**config.mk**
```make
export PLATFORM = sky130hd
export DESIGN_NAME = out_bram_drain_ctrl
export DESIGN_NICKNAME = d
export VERILOG_FILES = /design/src/rtl/out_drain_pkg.sv /design/src/rtl/out_drain_fifo2.sv /design/src/rtl/out_bram_drain_ctrl.sv
export SDC_FILE = /design/constraint.sdc
export NUM_CORES = 1
export LEC_CHECK = 0
export ABC_AREA = 0
export BUFFER_PORTS_ARGS = -buffer_cell sky130_fd_sc_hd__buf_2
export CAP_MARGIN = 25
export CORE_MARGIN = 1
export CORE_UTILIZATION = 30
export CTS_CLUSTER_DIAMETER = 200
export DETAILED_ROUTE_END_ITERATION = 7
export PLACE_DENSITY = 0.5
export SETUP_SLACK_MARGIN = 0.5
export SYNTH_ARGS = -nofsm -noshare
export SYNTH_HDL_FRONTEND = slang
export SYNTH_HIERARCHICAL = 1
export SYNTH_SLANG_ARGS = --single-unit
```
**constraint.sdc**
```tcl
create_clock -name aclk -period 3.3 [get_ports aclk]
set_clock_uncertainty 0.15 [all_clocks]
set_input_delay 0.825 -clock aclk [delete_from_list [all_inputs] [get_ports aclk]]
set_output_delay 0.825 -clock aclk [all_outputs]
set_load 0.1 [all_outputs]
```
**src/rtl/out_drain_pkg.sv**
```systemverilog
// rtl/out_drain_pkg.sv - shared states and constants for the output BRAM drain sequencer
package out_drain_pkg;

  typedef enum logic [1:0] {
    IDLE,
    READ,
    DONE,
    WAIT_LOW
  } drain_state_e;

  function automatic int word_bytes(input int bits);
    return bits / 8;
  endfunction

  localparam int OUT_BITS_DEFAULT = 32;
  localparam int OUT_WORD_BYTES   = word_bytes(OUT_BITS_DEFAULT);
  localparam int FIFO_DEPTH       = 2;

endpackage

```
**src/rtl/out_drain_fifo2.sv**
```systemverilog
// rtl/out_drain_fifo2.sv - 2-entry fall-through FIFO carrying {tlast,tdata} from the BRAM read port
// An arriving word is presented the same cycle it lands when the FIFO is empty.
module out_drain_fifo2
  import out_drain_pkg::*;
#(
  parameter int W = 33
) (
  input  logic         clk,
  input  logic         rst_n,
  input  logic         in_valid,
  input  logic [W-1:0] in_data,
  output logic         out_valid,
  output logic [W-1:0] out_data,
  input  logic         out_ready,
  output logic [1:0]   count
);

  logic [W-1:0] mem_q [FIFO_DEPTH];
  logic         rd_ptr_q;
  logic         wr_ptr_q;
  logic [1:0]   count_q;
  logic         store;
  logic         pop;

  assign out_valid = (count_q != 2'd0) || in_valid;
  assign out_data  = (count_q != 2'd0) ? mem_q[rd_ptr_q] : in_data;
  assign pop       = out_ready && (count_q != 2'd0);
  // A word only needs storing if it cannot pass straight through this cycle.
  assign store     = in_valid && !((count_q == 2'd0) && out_ready);
  assign count     = count_q;

  always_ff @(posedge clk or negedge rst_n) begin
    if (!rst_n) begin
      mem_q[0] <= '0;
      mem_q[1] <= '0;
      rd_ptr_q <= 1'b0;
      wr_ptr_q <= 1'b0;
      count_q  <= 2'd0;
    end else begin
      if (store) begin
        mem_q[wr_ptr_q] <= in_data;
        wr_ptr_q        <= ~wr_ptr_q;
      end
      if (pop) begin
        rd_ptr_q <= ~rd_ptr_q;
      end
      count_q <= count_q + {1'b0, store} - {1'b0, pop};
    end
  end

endmodule

```
**src/rtl/out_bram_drain_ctrl.sv**
```systemverilog
// rtl/out_bram_drain_ctrl.sv - drains a filled output BRAM bank to AXI-Stream and releases it
// Optional cycle counters built only when OUT_DRAIN_PERF_EN is defined.
module out_bram_drain_ctrl
  import out_drain_pkg::*;
#(
  parameter int OUT_ADDR_WIDTH = 10,
  parameter int OUT_BITS       = 32
) (
  input  logic                      aclk,
  input  logic                      aresetn,
  input  logic                      done_fill,
  output logic                      t_done_proc,
  input  logic [OUT_ADDR_WIDTH:0]   cfg_words,
  output logic [OUT_ADDR_WIDTH+1:0] bram_addr_a,
  output logic                      bram_en_a,
  input  logic [OUT_BITS-1:0]       bram_rddata_a,
  output logic                      m_axis_tvalid,
  input  logic                      m_axis_tready,
  output logic [OUT_BITS-1:0]       m_axis_tdata,
  output logic                      m_axis_tlast,
  output logic                      busy,
  output logic [31:0]               perf_stall_cycles,
  output logic [31:0]               perf_drain_cycles
);

  localparam int AW         = OUT_ADDR_WIDTH;
  localparam int BAW        = OUT_ADDR_WIDTH + 2;
  localparam int WORD_BYTES = word_bytes(OUT_BITS);

  drain_state_e         state_q, state_d;
  logic [AW:0]          words_q, words_d;
  logic [AW:0]          rd_idx_q, rd_idx_d;
  logic [BAW-1:0]       addr_q, addr_d;
  logic                 inflight_q;
  logic                 inflight_last_q;
  logic [1:0]           fifo_count;
  logic                 fifo_valid;
  logic                 fifo_last;
  logic [OUT_BITS-1:0]  fifo_data;
  logic                 issue;
  logic                 last_issue;
  logic                 accept;
  logic                 start;
  logic [BAW-1:0]       issue_addr;

  assign issue_addr = BAW'(rd_idx_q[AW-1:0]) * BAW'(WORD_BYTES);
  assign last_issue = (rd_idx_q == (words_q - (AW+1)'(1)));
  assign accept     = fifo_valid && m_axis_tready;

  always_comb begin
    state_d     = state_q;
    words_d     = words_q;
    rd_idx_d    = rd_idx_q;
    addr_d      = addr_q;
    issue       = 1'b0;
    start       = 1'b0;
    t_done_proc = 1'b0;
    unique case (state_q)
      IDLE: begin
        if (done_fill) begin
          start    = 1'b1;
          words_d  = cfg_words;
          rd_idx_d = '0;
          state_d  = (cfg_words != '0) ? READ : DONE;
        end
      end
      READ: begin
        // Never request more than the FIFO can absorb, counting the word still in flight.
        if ((({1'b0, inflight_q} + fifo_count) < 2'(FIFO_DEPTH)) && (rd_idx_q < words_q)) begin
          issue    = 1'b1;
          rd_idx_d = rd_idx_q + (AW+1)'(1);
          addr_d   = issue_addr;
        end
        if (accept && fifo_last) begin
          state_d = DONE;
        end
      end
      DONE: begin
        t_done_proc = 1'b1;
        state_d     = WAIT_LOW;
      end
      WAIT_LOW: begin
        if (!done_fill) begin
          state_d = IDLE;
        end
      end
      default: state_d = IDLE;
    endcase
  end

  always_ff @(posedge aclk or negedge aresetn) begin
    if (!aresetn) begin
      state_q         <= IDLE;
      words_q         <= '0;
      rd_idx_q        <= '0;
      addr_q          <= '0;
      inflight_q      <= 1'b0;
      inflight_last_q <= 1'b0;
    end else begin
      state_q         <= state_d;
      words_q         <= words_d;
      rd_idx_q        <= rd_idx_d;
      addr_q          <= addr_d;
      inflight_q      <= issue;
      inflight_last_q <= issue && last_issue;
    end
  end

  out_drain_fifo2 #(
    .W(OUT_BITS + 1)
  ) u_fifo (
    .clk      (aclk),
    .rst_n    (aresetn),
    .in_valid (inflight_q),
    .in_data  ({inflight_last_q, bram_rddata_a}),
    .out_valid(fifo_valid),
    .out_data ({fifo_last, fifo_data}),
    .out_ready(m_axis_tready),
    .count    (fifo_count)
  );

  assign bram_en_a     = issue;
  assign bram_addr_a   = issue ? issue_addr : addr_q;
  assign m_axis_tvalid = fifo_valid;
  assign m_axis_tdata  = fifo_valid ? fifo_data : '0;
  assign m_axis_tlast  = fifo_valid && fifo_last;
  assign busy          = (state_q != IDLE);

`ifdef OUT_DRAIN_PERF_EN
  logic [31:0] stall_q;
  logic [31:0] drain_q;

  // The cycle that retires tlast is not counted; both counters freeze once READ is left.
  always_ff @(posedge aclk or negedge aresetn) begin
    if (!aresetn) begin
      stall_q <= '0;
      drain_q <= '0;
    end else if (start) begin
      stall_q <= '0;
      drain_q <= '0;
    end else if (state_q == READ) begin
      if ((state_d == READ) && (drain_q != 32'hFFFF_FFFF)) begin
        drain_q <= drain_q + 32'd1;
      end
      if (m_axis_tvalid && !m_axis_tready && (stall_q != 32'hFFFF_FFFF)) begin
        stall_q <= stall_q + 32'd1;
      end
    end
  end

  assign perf_stall_cycles = stall_q;
  assign perf_drain_cycles = drain_q;
`else
  assign perf_stall_cycles = 32'd0;
  assign perf_drain_cycles = 32'd0;
`endif

endmodule

```
==> metrics, run 1 <==
I/O Buffers 93; GRT overflow 0; top post-synthesis cells by area dfrtp_1 40%, mux2_2 13%, buf_4 7.4%; mux cell area share after synthesis 18.30%; number of max-cap violations 0; register area 2659 µm²; drt pass-1 iters 4; largest family of logic cells by synthesized area multiplexers; pre-CTS setup slack 192.9 ps; measured slew at the worst slew-check pin between 500 and 600 ps; detailed placement HPWL 11390 µm; Die H 151.6 µm; failing checks negative setup slack; initial antenna violation count 0; DRC Markers 0; Finish-stage setup viols 7; area occupied by multi-input gates 4168 µm²; Synth Flop Type dfrtp_1; Yosys top cell area share between 30% and 40%; drt wl/cell 15.86 µm; layout cells sized above 1 44.11%; outcome complete, but fails checks; n_diodes 0; Tcrit/Tclk final 100.7%; critical path depth 11; CP required 2320 ps; Simple-Gate Fraction of Synth Area 16.33%; xor/xnor cell area share of the yosys netlist 2.479%; # rows 54; routed vias/inst 4.648; leading area contributor after synthesis dfrtp_1; CTS clk-pin slew, worst paths 80 ps; crit path DAT approximately 2400 ps; Yosys reg bits 106; cells along the critical path inv_2, ha_4, nor2b_4, o21a_1, o211ai_2, nand4_4, clkinv_4, buf_12, nand2_8, nand2_8, buf_12; Buf/Inv on CP 4; Crit-path slowest cell dfrtp_1; adder-cell share of the synthesized area 3.541%; core area 21890 µm²; I/O pin total 160; maximum fanout along the worst path 7; clk buf depth 2; cts hold-fix bufs 0; Worst Setup End Kind output pin; Synth Area in Compound Gates under 10%; CP top delay family buffers and inverters; FFs w/ async S/R, synth 100.0%; Rel. slew slack 63.61%; DR vias 5052; CTS tree done; GRT Util Overall 14.80%; CTS root buf clkbuf_16; Die X 151.6 µm; WS Path Type reg2out; startpoint types flip-flop; H-tree depth 3; syn_area_per_cell 10.04 µm²; number of global-route vias before repair 4849; drt initial violations ~150; final setup margin -24.29 ps; Syn. warnings 6; sequential area share after synthesis 39.51%; post-synthesis cell count between 600 and 700; max-slew violations 0; Final Hold Viols 0; Post-Route WL 17250 µm; Post-synth EDFFs 0; Syn Std Cell Area 6714 µm²; NumNets Final 868; initial core utilization 30.67%; ANT nets after route 0; Max Freq roughly 0.3 GHz; FF-to-FF path depth 12; gp weighted congestion approximately 0.77; first-pass GRT wire length 25830 µm; largest net degree at the start of global routing 44; Num CTS Buffers 9; RSZ-0062 raised after global routing true; DP Cell Count 1033; CTS Sinks 106; Worst Hold Class in2async; Netlist cell types 59; CP peak stage delay 390 ps; Clock Latency Late Sink 350 ps; minimum clock period 3324 ps; Fillers 2091; Area Overhead vs Synth 40.12%; non-filler cells, final roughly 1100; Die ar. 22980 µm²
sequential cells by signal (all words and copies together) (netlist names):
name             count
addr_q              10
inflight_last_q      1
inflight_q           1
rd_idx_q            11
state_q              2
u_fifo/count         2
u_fifo/mem_q        66
u_fifo/rd_ptr_q      1
u_fifo/wr_ptr_q      1
words_q             11
final cells by class:
type                    count  area share, %
multi-input cells         510          44.30
flip-flops and latches    106          28.26
repair buffers            156          19.78
well taps                 280          3.724
clock buffers              10          2.434
inverters                  19         0.8512
clock inverters             6         0.6517
path summary, 6_finish.rpt:
path	endpoint	slack, ps	from
worst max-delay path	bram_addr_a[4]	-20	words_q[1]$_DFFE_PN0P_
worst min-delay path	u_fifo/mem_q[43]$_DFFE_PN0P_	270	aresetn
worst max register to register	rd_idx_q[7]$_DFFE_PN0P_	460	words_q[1]$_DFFE_PN0P_
worst min register to register	u_fifo/mem_q[2]$_DFFE_PN0P_	360	u_fifo/mem_q[2]$_DFFE_PN0P_
max in group asynchronous	rd_idx_q[1]$_DFFE_PN0P_	2050	aresetn
min in group aclk	u_fifo/mem_q[2]$_DFFE_PN0P_	360	u_fifo/mem_q[2]$_DFFE_PN0P_
stage by stage:
stage	hold WS (ps)	TNS [ps]	area, µm²	utilization [%]
finish	269.7	-103.4	9408	42.98
global route	289.6	-1404	9408	42.98
global placement	338.0	0	7873	35.96
detailed placement	344.3	0	7873	35.96
CTS	279.2	-30.40	8635	39.44
floorplan	329.9	0	7322	-
repair_timing:
item,in CTS,in global routing
pin swaps,11,31
gates resized for setup,89,134
endpoints found under the hold margin,0,0
cloned,3,8
setup buffers,16,11
setup endpoints to repair,46,50
cell usage after synthesis, types with 2 or more instances:
cell type / count
a2111o_1: 2
a2111oi_2: 2
a21oi_1: 6
and2_1: 34
and3_1: 5
and4_1: 2
buf_2: 12
buf_4: 66
buf_6: 8
clkbuf_1: 19
dfrtp_1: 106
ha_1: 19
inv_1: 18
mux2_2: 78
mux2i_1: 35
nand2_1: 84
nand2b_1: 6
nand3_1: 19
nand3b_1: 2
nand4_1: 7
nor2_1: 10
nor2_2: 2
nor2b_1: 5
nor3_1: 5
nor4_1: 6
nor4b_1: 2
o211ai_1: 12
o21ai_0: 40
o21ai_1: 4
o311ai_0: 2
o31ai_1: 2
or3_1: 2
or4_1: 3
or4b_1: 2
xnor2_1: 13
xor2_1: 6
layer usage:
layer | global-route usage, % | vias to the layer above | share of wire [%]
li1 | - | 2478 | -
met1 | 18.71 | 2445 | 44
met2 | 25.78 | 114 | 51
met3 | 2.395 | 15 | 3.7
met4 | 4.406 | 0 | 1.2
met5 | 0 | - | 0
cells by family (layout without fill, tap and decap cells):
kind of cell               after synthesis  count (layout)
and+or+nand+nor                        205             211
buffers and inverters                  124             191
muxes                                  113             113
DFF                                    106             106
AOI/OAI and AO/OA                       82              82
adders and majority gates               19              19
xor gates and xnor gates                19              19
other                                    1              66
cell usage in the layout, fill, tap and decap left out, drive strengths merged, types with 3 or more instances in the layout:
master,n
a21oi,6
and2,34
and3,6
buf,151
clkbuf,14
clkinv,4
conb,66
dfrtp,106
ha,19
inv,19
mux2,78
mux2i,35
nand2,90
nand2b,6
nand3,19
nand4,8
nor2,13
nor2b,5
nor3,6
nor4,6
nor4b,3
o211ai,13
o21ai,45
or4,3
xnor2,13
xor2,6
Power of run 1 is not shown: default switching activity piles up to over one toggle a cycle in this logic, so the estimate is an artifact.
==> run 2: changes to the inputs <==
- SYNTH_HIERARCHICAL: 1 -> default
==> metrics, run 2 <==
detailed placement HPWL 10570 µm (was 11390 µm); minimum clock period 3416 ps (was 3324 ps); design area 8298 µm² (was 9408 µm²); Post-synth EDFFs 0 (unchanged); cts hold-fix bufs 0 (unchanged); outcome complete, but fails checks (unchanged); Top reg by flops u_fifo.mem_q (was u_fifo/mem_q); Final Hold Viols 0 (unchanged); Fillers 1997 (was 2091); pre-CTS setup slack 157.7 ps (was 192.9 ps); CTS Sinks 106 (unchanged); Die ar. 21700 µm² (was 22980 µm²); Placed Area 7361 µm² (was 7873 µm²); routed vias/inst 4.818 (was 4.648); GRT overflow 0 (unchanged); CP required 2320 ps (about the same); Clock Latency Late Sink 360 ps (was 350 ps); Syn. warnings 0 (was 6); CTS clk-pin slew, worst paths 70 ps (was 80 ps); core area 20490 µm² (was 21890 µm²); maximum fanout along the worst path 5 (was 7); commonest cells after routing, fill and taps aside 102 x dfrtp_1, 78 x mux2_2, 66 x conb_1 (was 101 x dfrtp_1, 78 x mux2_2, 66 x conb_1); Netlist cell types 54 (was 59); initial antenna violation count 0 (unchanged); non-filler cells, final 991 (was 1087); max reg flops 66 (unchanged); Rel. slew slack 51.05% (was 63.61%); Largest regs u_fifo.mem_q x66, rd_idx_q x11, words_q x11 (was u_fifo/mem_q x66, rd_idx_q x11, words_q x11); final setup margin -115.8 ps (was -24.29 ps); Finish-stage setup viols 9 (was 7); failing checks negative setup slack (unchanged); drt pass-1 iters 4 (unchanged); count leader, synth dfrtp_1 (unchanged); measured slew at the worst slew-check pin 734.3 ps (was 543.9 ps); CTS root buf clkbuf_16 (unchanged); RSZ-0062 raised after global routing true (unchanged); Worst Hold Class in2async (unchanged); DP Cell Count 944 (was 1033); clk buf depth 2 (unchanged); first-pass GRT wire length 24780 µm (was 25830 µm); number of global-route vias before repair 4670 (was 4849); Tcrit/Tclk final 103.5% (was 100.7%); I/O Buffers 93 (unchanged); DRC Markers 0 (unchanged); Num CTS Buffers 9 (unchanged); leading area contributor after synthesis dfrtp_1 (unchanged); Worst Setup End Kind output pin (unchanged); sequential area share after synthesis 41.88% (was 39.51%); crit path DAT 2440 ps (was 2350 ps); drt initial violations 193 (was 152); NumNets Final 782 (was 868); top post-synthesis cells by area dfrtp_1 42%, mux2_2 15%, buf_4 8.3% (was dfrtp_1 40%, mux2_2 13%, buf_4 7.4%); largest net degree at the start of global routing 52 (was 44); syn_area_per_cell 10.70 µm² (was 10.04 µm²); gp weighted congestion 0.8329 (was 0.7673); ANT nets after route 0 (unchanged); Yosys reg bits 106 (unchanged); I/O pin total 160 (unchanged); top cells by count, synth 106 x dfrtp_1, 85 x mux2_2, 70 x buf_4 (was 106 x dfrtp_1, 84 x nand2_1, 78 x mux2_2); max-slew violations 0 (unchanged); Post-Route WL 15850 µm (was 17250 µm); initial core utilization 30.90% (was 30.67%); post-synthesis cell count 592 (was 669); Area Overhead vs Synth 31.02% (was 40.12%); startpoint types flip-flop (unchanged); number of max-cap violations 0 (unchanged); Syn Std Cell Area 6334 µm² (was 6714 µm²); Die X 147.3 µm (was 151.6 µm); # rows 52 (was 54); commonest non-fill, non-tap cell in the layout dfrtp_1 (unchanged); Max Freq 0.2928 GHz (was 0.3008 GHz); FFs w/ async S/R, synth 100.0% (unchanged); Yosys top cell area share 41.88% (was 39.51%); Synth Flop Type dfrtp_1 (unchanged); layout cells sized above 1 44.03% (was 44.11%); H-tree depth 3 (unchanged); drt wl/cell 16.00 µm (was 15.86 µm); GRT Util Overall 14.51% (was 14.80%); DR vias 4775 (was 5052); WS Path Type reg2out (unchanged); Min Hold Slack 341.3 ps (was 269.7 ps); CTS tree done (unchanged); Die H 147.3 µm (was 151.6 µm)
## run 2: changes by cell type after synthesis, moves of 5 or more
cell      delta
o211ai_1     -6
nand3_1     +26
inv_1        +8
and2_1      -34
nand2_1     -59
mux2_2       +7
clkbuf_1    -11
mux2i_1      +5
buf_1        +6
o21ai_0      +9
buf_6        -6
## run 2: logic make-up (layout without fill, tap and decap cells)
family                     Yosys count  after routing  share of synthesized area [%]
DFF                                106            106                          41.88
other                                1             67                        0.05921
and+or+nand+nor                    116            116                          9.680
xor gates and xnor gates            19             19                          2.627
muxes                              125            125                          21.43
adders and majority gates           20             20                          3.951
AOI/OAI and AO/OA                   80             80                          8.258
buffers and inverters              125            188                          12.11
## run 2: worst paths after layout
check | slack, ps | start | to | depth (start not counted)
max in group asynchronous | 1890 | aresetn | u_fifo.mem_q[33]$_DFFE_PN0P_ | 2
min in group aclk | 360 | u_fifo.mem_q[61]$_DFFE_PN0P_ | u_fifo.mem_q[61]$_DFFE_PN0P_ | 1
max | -120 | rd_idx_q[8]$_DFFE_PN0P_ | bram_addr_a[5] | 8
min | 340 | aresetn | u_fifo.mem_q[3]$_DFFE_PN0P_ | 1
min reg2reg | 360 | u_fifo.mem_q[61]$_DFFE_PN0P_ | u_fifo.mem_q[61]$_DFFE_PN0P_ | 1
max reg2reg | 390 | rd_idx_q[8]$_DFFE_PN0P_ | rd_idx_q[2]$_DFFE_PN0P_ | 12
## run 2: final cells by class
cell class	instances	area (µm²)	area share (%)
Antenna cell	1	2.502	0.03016
Inverter	26	101.3	1.221
Timing Repair Buffer	146	1410	16.99
Tap cell	270	337.8	4.071
Clock buffer	10	239.0	2.880
Clock inverter	6	77.57	0.9349
Sequential cell	106	2658	32.03
Multi-Input combinational cell	426	3472	41.84
## run 2: per-stage QoR
stage	TNS (ps)	util [%]
detailed placement	0	35.92
finish	-927.6	40.49
global placement	0	35.92
floorplan	0	-
global route	-1763	40.48
CTS	-1077	39.01
## run 2: repair_timing
| action | CTS | global route |
|---|---|---|
| gates resized for setup | 62 | 30 |
| buffers inserted | 11 | 14 |
| pin swaps | 4 | 10 |
| setup endpoints to repair | 44 | 39 |
| cloned | 2 | 3 |
## run 2: worst max-delay path, cell delays in order (launching register included)
cell and delay, ps:
dfrtp_2 430, ha_4 250, a211oi_2 210, o22ai_2 130, a31oi_4 200, nand4_4 170
clkbuf_16 210, mux2_4 310, buf_12 170
## run 2: metal layers
layer  global-route usage (%)  up-vias  share of wire, %
met5                        0        -                 0
met4                    4.588        0               1.4
met3                    2.391       20               4.1
met2                    24.34      124                50
met1                    19.00     2411                45
li1                         -     2220                 -
Power of run 2 is left out for the same reason.
